**src/rtl/blink_pkg.sv**
```systemverilog
// Shared constants and helpers for the board LED blinker.
package blink_pkg;

  localparam int unsigned CLK_HZ            = 12000000;
  localparam int unsigned BLINK_HALF_PERIOD = CLK_HZ / 2;

  // Counter width for a divide-by-n counter; never narrower than one bit.
  function automatic int unsigned cnt_width(input int unsigned n);
    return (n <= 1) ? 1 : $clog2(n);
  endfunction

endpackage

```
**src/rtl/tick_divider.sv**
```systemverilog
// Free-running divide-by-N counter emitting a one-cycle tick on its last count.
module tick_divider
  import blink_pkg::*;
#(
  parameter int unsigned N = BLINK_HALF_PERIOD
) (
  input  logic CLK,
  input  logic RST,
  output logic tick
);

  localparam int unsigned    CW   = cnt_width(N);
  localparam logic [CW-1:0]  LAST = CW'(N - 1);

  // Declaration value gives the same start state without a reset pulse.
  logic [CW-1:0] cnt_q = '0;
  logic [CW-1:0] cnt_d;

  // Explicit compare against N-1 so power-of-two N never relies on overflow.
  always_comb begin
    tick  = (cnt_q == LAST);
    cnt_d = tick ? '0 : cnt_q + CW'(1);
  end

  // Counter register, cleared asynchronously.
  always_ff @(posedge CLK or posedge RST) begin
    if (RST) cnt_q <= '0;
    else     cnt_q <= cnt_d;
  end

endmodule

```
**src/rtl/main_blink.sv**
```systemverilog
// LED blinker: LED1 toggles every N clock edges, LED2 is its complement.
module main_blink
  import blink_pkg::*;
#(
  parameter int unsigned N = BLINK_HALF_PERIOD
) (
  input  logic CLK,
  input  logic RST,
  output logic LED1,
  output logic LED2
);

  logic tick;
  logic led_q = 1'b0;
  logic led_d;

  tick_divider #(.N(N)) u_div (
    .CLK  (CLK),
    .RST  (RST),
    .tick (tick)
  );

  // Flip the LED level on each divider tick.
  always_comb begin
    led_d = led_q ^ tick;
  end

  // LED level register, cleared asynchronously.
  always_ff @(posedge CLK or posedge RST) begin
    if (RST) led_q <= 1'b0;
    else     led_q <= led_d;
  end

  // Both pins come straight from the one register.
  always_comb begin
    LED1 = led_q;
    LED2 = ~led_q;
  end

endmodule

```
**config.mk**
```make
export PLATFORM = sky130hd
export DESIGN_NAME = main_blink
export DESIGN_NICKNAME = d
export VERILOG_FILES = /design/src/rtl/blink_pkg.sv /design/src/rtl/tick_divider.sv /design/src/rtl/main_blink.sv
export SDC_FILE = /design/constraint.sdc
export NUM_CORES = 1
export LEC_CHECK = 0
export ABC_AREA = 1
export BUFFER_PORTS_ARGS = -buffer_cell sky130_fd_sc_hd__buf_2
export CAP_MARGIN = 25
export CORE_MARGIN = 2
export CORE_UTILIZATION = 50
export CTS_CLUSTER_SIZE = 8
export DETAILED_ROUTE_END_ITERATION = 8
export GPL_TIMING_DRIVEN = 0
export HOLD_SLACK_MARGIN = 0.08
export PLACE_DENSITY = 0.66
export SLEW_MARGIN = 40
export SYNTH_ARGS = -nofsm -noshare
export SYNTH_HDL_FRONTEND = slang
export SYNTH_SLANG_ARGS = --single-unit
export TNS_END_PERCENT = 30
```
**constraint.sdc**
```tcl
create_clock -name CLK -period 3.7 [get_ports CLK]
set_input_delay 0.185 -clock CLK [delete_from_list [all_inputs] [get_ports CLK]]
set_output_delay 0.185 -clock CLK [all_outputs]
set_load 0.005 [all_outputs]
```
---- Word level (Yosys, flattened, before mapping) ----
Cells that the tools add are included.
operators by class
  $add $sub $neg .......................... 1
  eq/ne operators ......................... 1
  multiplexer cells ....................... 1
  bitwise gates (word level) .............. 2
operators with widths
  kind                   count
  $add 23x1->23 const B  1
  $eq 23x23->1 const B   1
  $mux 23                1
  $not 1->1              1
  $xor 1x1->1            1
storage, ports and cells
  register bits ........................... 24
  input port bits ......................... 2
  output and inout bits ................... 2
  word-level logic and storage cells ...... 7

---- Logic depth before layout (Yosys ltp) ----
  depth in word-level cells ............... 2
  gate-level depth with buffers ........... 9

---- Hierarchy ----
Synthesis repeated with hierarchy kept, for this count alone.
second synthesis, totals
  cells, all modules ...................... 205
  area total of the unflattened synthesis .. 1,450.1 µm²
by module, submodules not included
  module        times used  cells each  area an instance (µm²)  seq. area each (µm²)
  tick_divider  1           198         1,400.1                 575.6
  main_blink    1           7           50.0                    25.0

---- Worst setup path after synthesis ----
OpenSTA, ideal clock, no wires.
  kind .................................... register to register
  from .................................... reg u_div.cnt_q[1]
  to ...................................... reg u_div.cnt_q[17]
  data arrival time ....................... 1,161 ps
  path slack .............................. 2,421 ps
  cell stages (with the launch flop) ...... 7
  path buffers ............................ 0
  path through ............................ dfrtp_1 > ha_1 > nand2_2 > nor3_1 > nand3_1 > nand2_1 > nor2_2
on the way
  word-level cells in the longest chain between the ends .. 2
  elaborated cells on any way between the ends .. 3
  those cells by class .................... add/sub (1); eq/ne (1); mux (1)
RTL lines
  item                                           line                                    text
  from (decl)                                    tick_divider.sv:16                      logic [CW-1:0] cnt_q = '0;
  from (signal assigned)                         tick_divider.sv:28                      else cnt_q <= cnt_d;
  $add 23x1->23 or $eq 23x23->1 (tied branches)  tick_divider.sv:22, tick_divider.sv:21
  $mux 23 *                                      tick_divider.sv:22                      cnt_d = tick ? '0 : cnt_q + CW'(1);
  via u_div.cnt_d[17]                            tick_divider.sv:17                      logic [CW-1:0] cnt_d;
The timed path passes the listed nets; every way through them passes the cells marked *.

---- Worst setup path after layout ----
Same ends and word-level chain as after synthesis.

==> summary.md <==
| Metric | Value |
|---|---|
| Vias/cell | 5.08 |
| Die Ht | 59.0 um |
| Slew Viols, Final | 0 |
| Outcome | complete, no violations |
| CP bufs+invs | 0 |
| Io pins | 4 |
| Xor-xnor portion of the synthesized cell area | 4.64% |
| CP max-delay cell | dfrtp_1 |
| Power Total | 407 uW |
| Commonest cells after routing, fill and taps aside | 49 x nand2_1, 35 x nor2_1, 34 x inv_1 |
| Crit path largest cell delay | 0.38 ns |
| 1st-iter DRT viols | 50 |
| CP max FO | 4 |
| Largest family of logic cells by synthesized area | simple AND/OR/NAND/NOR gates |
| Area grow syn2layout | 6.62% |
| Hold slack | 0.423 ns |
| Cell area power density | 252 nW/um2 |
| Final WL | 2910 um |
| Port buffer count | 3 |
| DRC | 0 |
| Delay-heaviest family, CP | simple AND/OR/NAND/NOR gates |
| Crit share post-route | 42.2% |
| Data required, critical path | 3.93 ns |
| Vias | 1255 |
| Complex-gate fraction of the synthesized area | 2.48% |
| Yosys warns | 0 |
| Final Worst Setup Slack | 2.14 ns |
| Post-synthesis mux area share | 0% |
| Commonest non-fill, non-tap cell in the layout | nand2_1 |
| Die X | 59.0 um |
| Tmin final | 1.56 ns |
| CTS Buf Count | 3 |
| H-tree Lvls | 1 |
| Core Util, Final | 57.4% |
| Routability cong. | 0.897 |
| Leakage power | 0.845 nW |
| # clock sinks | 24 |
| Area after DPL | 1570 um2 |
| Clk Latency, worst-skew pair | 0.32 ns |
| Routed Antenna Nets | 0 |
| Core ar. | 2810 um2 |
| Syn Std Cell Area | 1510 um2 |
| Synth Area in Adders | 0.828% |
| Row cnt | 19 |
| ANT cells | 0 |
| Full die area | 3480 um2 |
| Root buf cell | clkbuf_4 |
| Actual slew at the worst max-slew pin | 0.498 ns |
| Largest net degree at the start of global routing | 25 |
| Gr ovfl total | 0 |
| Critical Path AT | 1.79 ns |
| CTS Buffer Depth | 2 |
| Slew HR | 66.8% |
| CP Cell Sequence | ha_1 -> nand2_2 -> nor3_1 -> nand3_1 -> nand2_1 -> nor2_2 |
| Setup Skew | 0.00738 ns |
| Peak supply drop | 0.000156 V |
| Unique masters post-synth | 26 |
| Reg clk slew, reported paths | 0.13 ns |
| Hpwl dp | 2270 um |
| Fin nets | 220 |
| Post-CTS Setup Repair Bufs | 0 |
| Fmax | 640 MHz |
| Setup-failing EPs final | 0 |
| Worst Setup End Kind | flip-flop |
| Initial antenna violation count | 0 |
| Syn nets | 211 |
| Vias in the first global route | 1283 |
| Cell area after layout | 1610 um2 |
| CTS tree | built |
| Place WS | 2.16 ns |
| Proportion of layout cells with a drive suffix above 1 | 14.8% |
| RSZ-0062 raised after global routing | false |
| Post-synthesis simple-gate area fraction | 42.3% |
| Share of the yosys chip area belonging to registers | 39.7% |
| Seq cells post-synth | 24 |
| Startpoint types | flip-flop |
| Min-delay worst type | in -> async |
| Placed Instances | 242 |
| Syn Area/Cell | 7.27 um2 |
| Setup TNS | 0 ns |
| Post-Syn Instances | 208 |
| First-pass GRT wire length | 5400 um |
| Starting Density | 53.9% |
| DR WL/cell | 11.8 um |
| Finished Layout Cells | 247 |
| WS Path Type | reg -> reg |
| Max-cap violations | 0 |
| Gr usage total | 20.0% |
| Register-to-register path setup slack | 2.14 ns |
| Hold Violations, Final | 0 |
| Pre-Repair DR Iteration Count | 4 |
## cell usage after synthesis
cell      count  area [um2]
xnor2_1       1        8.76
a21oi_1       2        10.0
nor2_2        4        25.0
o21bai_1      1        7.51
nand3b_1      1        7.51
nor2_1       35         131
dfrtp_1      24         601
nand2_4       1        11.3
xor2_1        7        61.3
nand2_2       6        37.5
nand4_1       6        37.5
inv_1        35         131
nand3_1      16        80.1
nor2_4        4        45.0
inv_2         2        7.51
or2_2         1        6.26
nand3_2       1        10.0
nand2_1      49         184
nand3_4       1        17.5
buf_4         1        7.51
nor2_8        1        20.0
clkinv_2      1        5.00
o21ai_0       4        20.0
ha_1          1        12.5
nor3_1        2        10.0
nor3_4        1        16.3
## kinds of logic (layout without fill, tap and decap cells)
kind of cell / count (synthesis) / count (layout)
buffers and inverters: 39 / 47
DFF: 24 / 24
xor gates and xnor gates: 8 / 8
AOI/OAI and AO/OA: 7 / 7
adders and majority gates: 1 / 1
and+or+nand+nor: 129 / 129
## worst paths after layout
kind | from | endpoint | cells past startpoint
min reg2reg | u_div.cnt_q[21] | u_div.cnt_q[21] | 2
max | u_div.cnt_q[1] | u_div.cnt_q[17] | 6
max in group asynchronous | RST | u_div.cnt_q[4] | 3
max reg2reg | u_div.cnt_q[1] | u_div.cnt_q[17] | 6
min in group CLK | u_div.cnt_q[21] | u_div.cnt_q[21] | 2
min | RST | u_div.cnt_q[5] | 3
## repair_timing
action,CTS,global route
hold endpoints to repair,24,0
resized for setup,0,0
hold buffers,1,0
## final cells by class
cell class | count | area (um2)
Sequential cell | 24 | 601
Multi-Input combinational cell | 145 | 759
Buffer | 1 | 7.51
Clock buffer | 4 | 36.3
Fill cell | 283 | 1190
Timing Repair Buffer | 4 | 25.0
Inverter | 38 | 144
Tap cell | 31 | 38.8
## power breakdown
group / switching, mW / internal, mW
Combinational: 0.00520 / 0.00118
Clock: 0.0779 / 0.0601
Sequential: 0 / 0.262
Total: 0.0831 / 0.324
## flip-flops by register name (all words and copies together), names as in the netlist
signal / flops
u_div.cnt_q: 23
LED1: 1
## worst reg2reg max path, delay by kind of cell (launching register included)
kind | cells | cell delay (ns)
fa+ha+maj | 1 | 0.20
flops | 1 | 0.38
simple gates | 5 | 0.90
## per-layer routing
metal	vias to the layer above	wire, um	global-route usage [%]	share of wire (%)
met5	-	0	0	0
met4	0	37	6.49	1.3
met3	5	88	1.97	3.0
met2	24	1310	31.6	45
met1	579	1480	28.9	51
li1	647	-	-	-
Note: power is estimated with default switching activity, not from simulation.
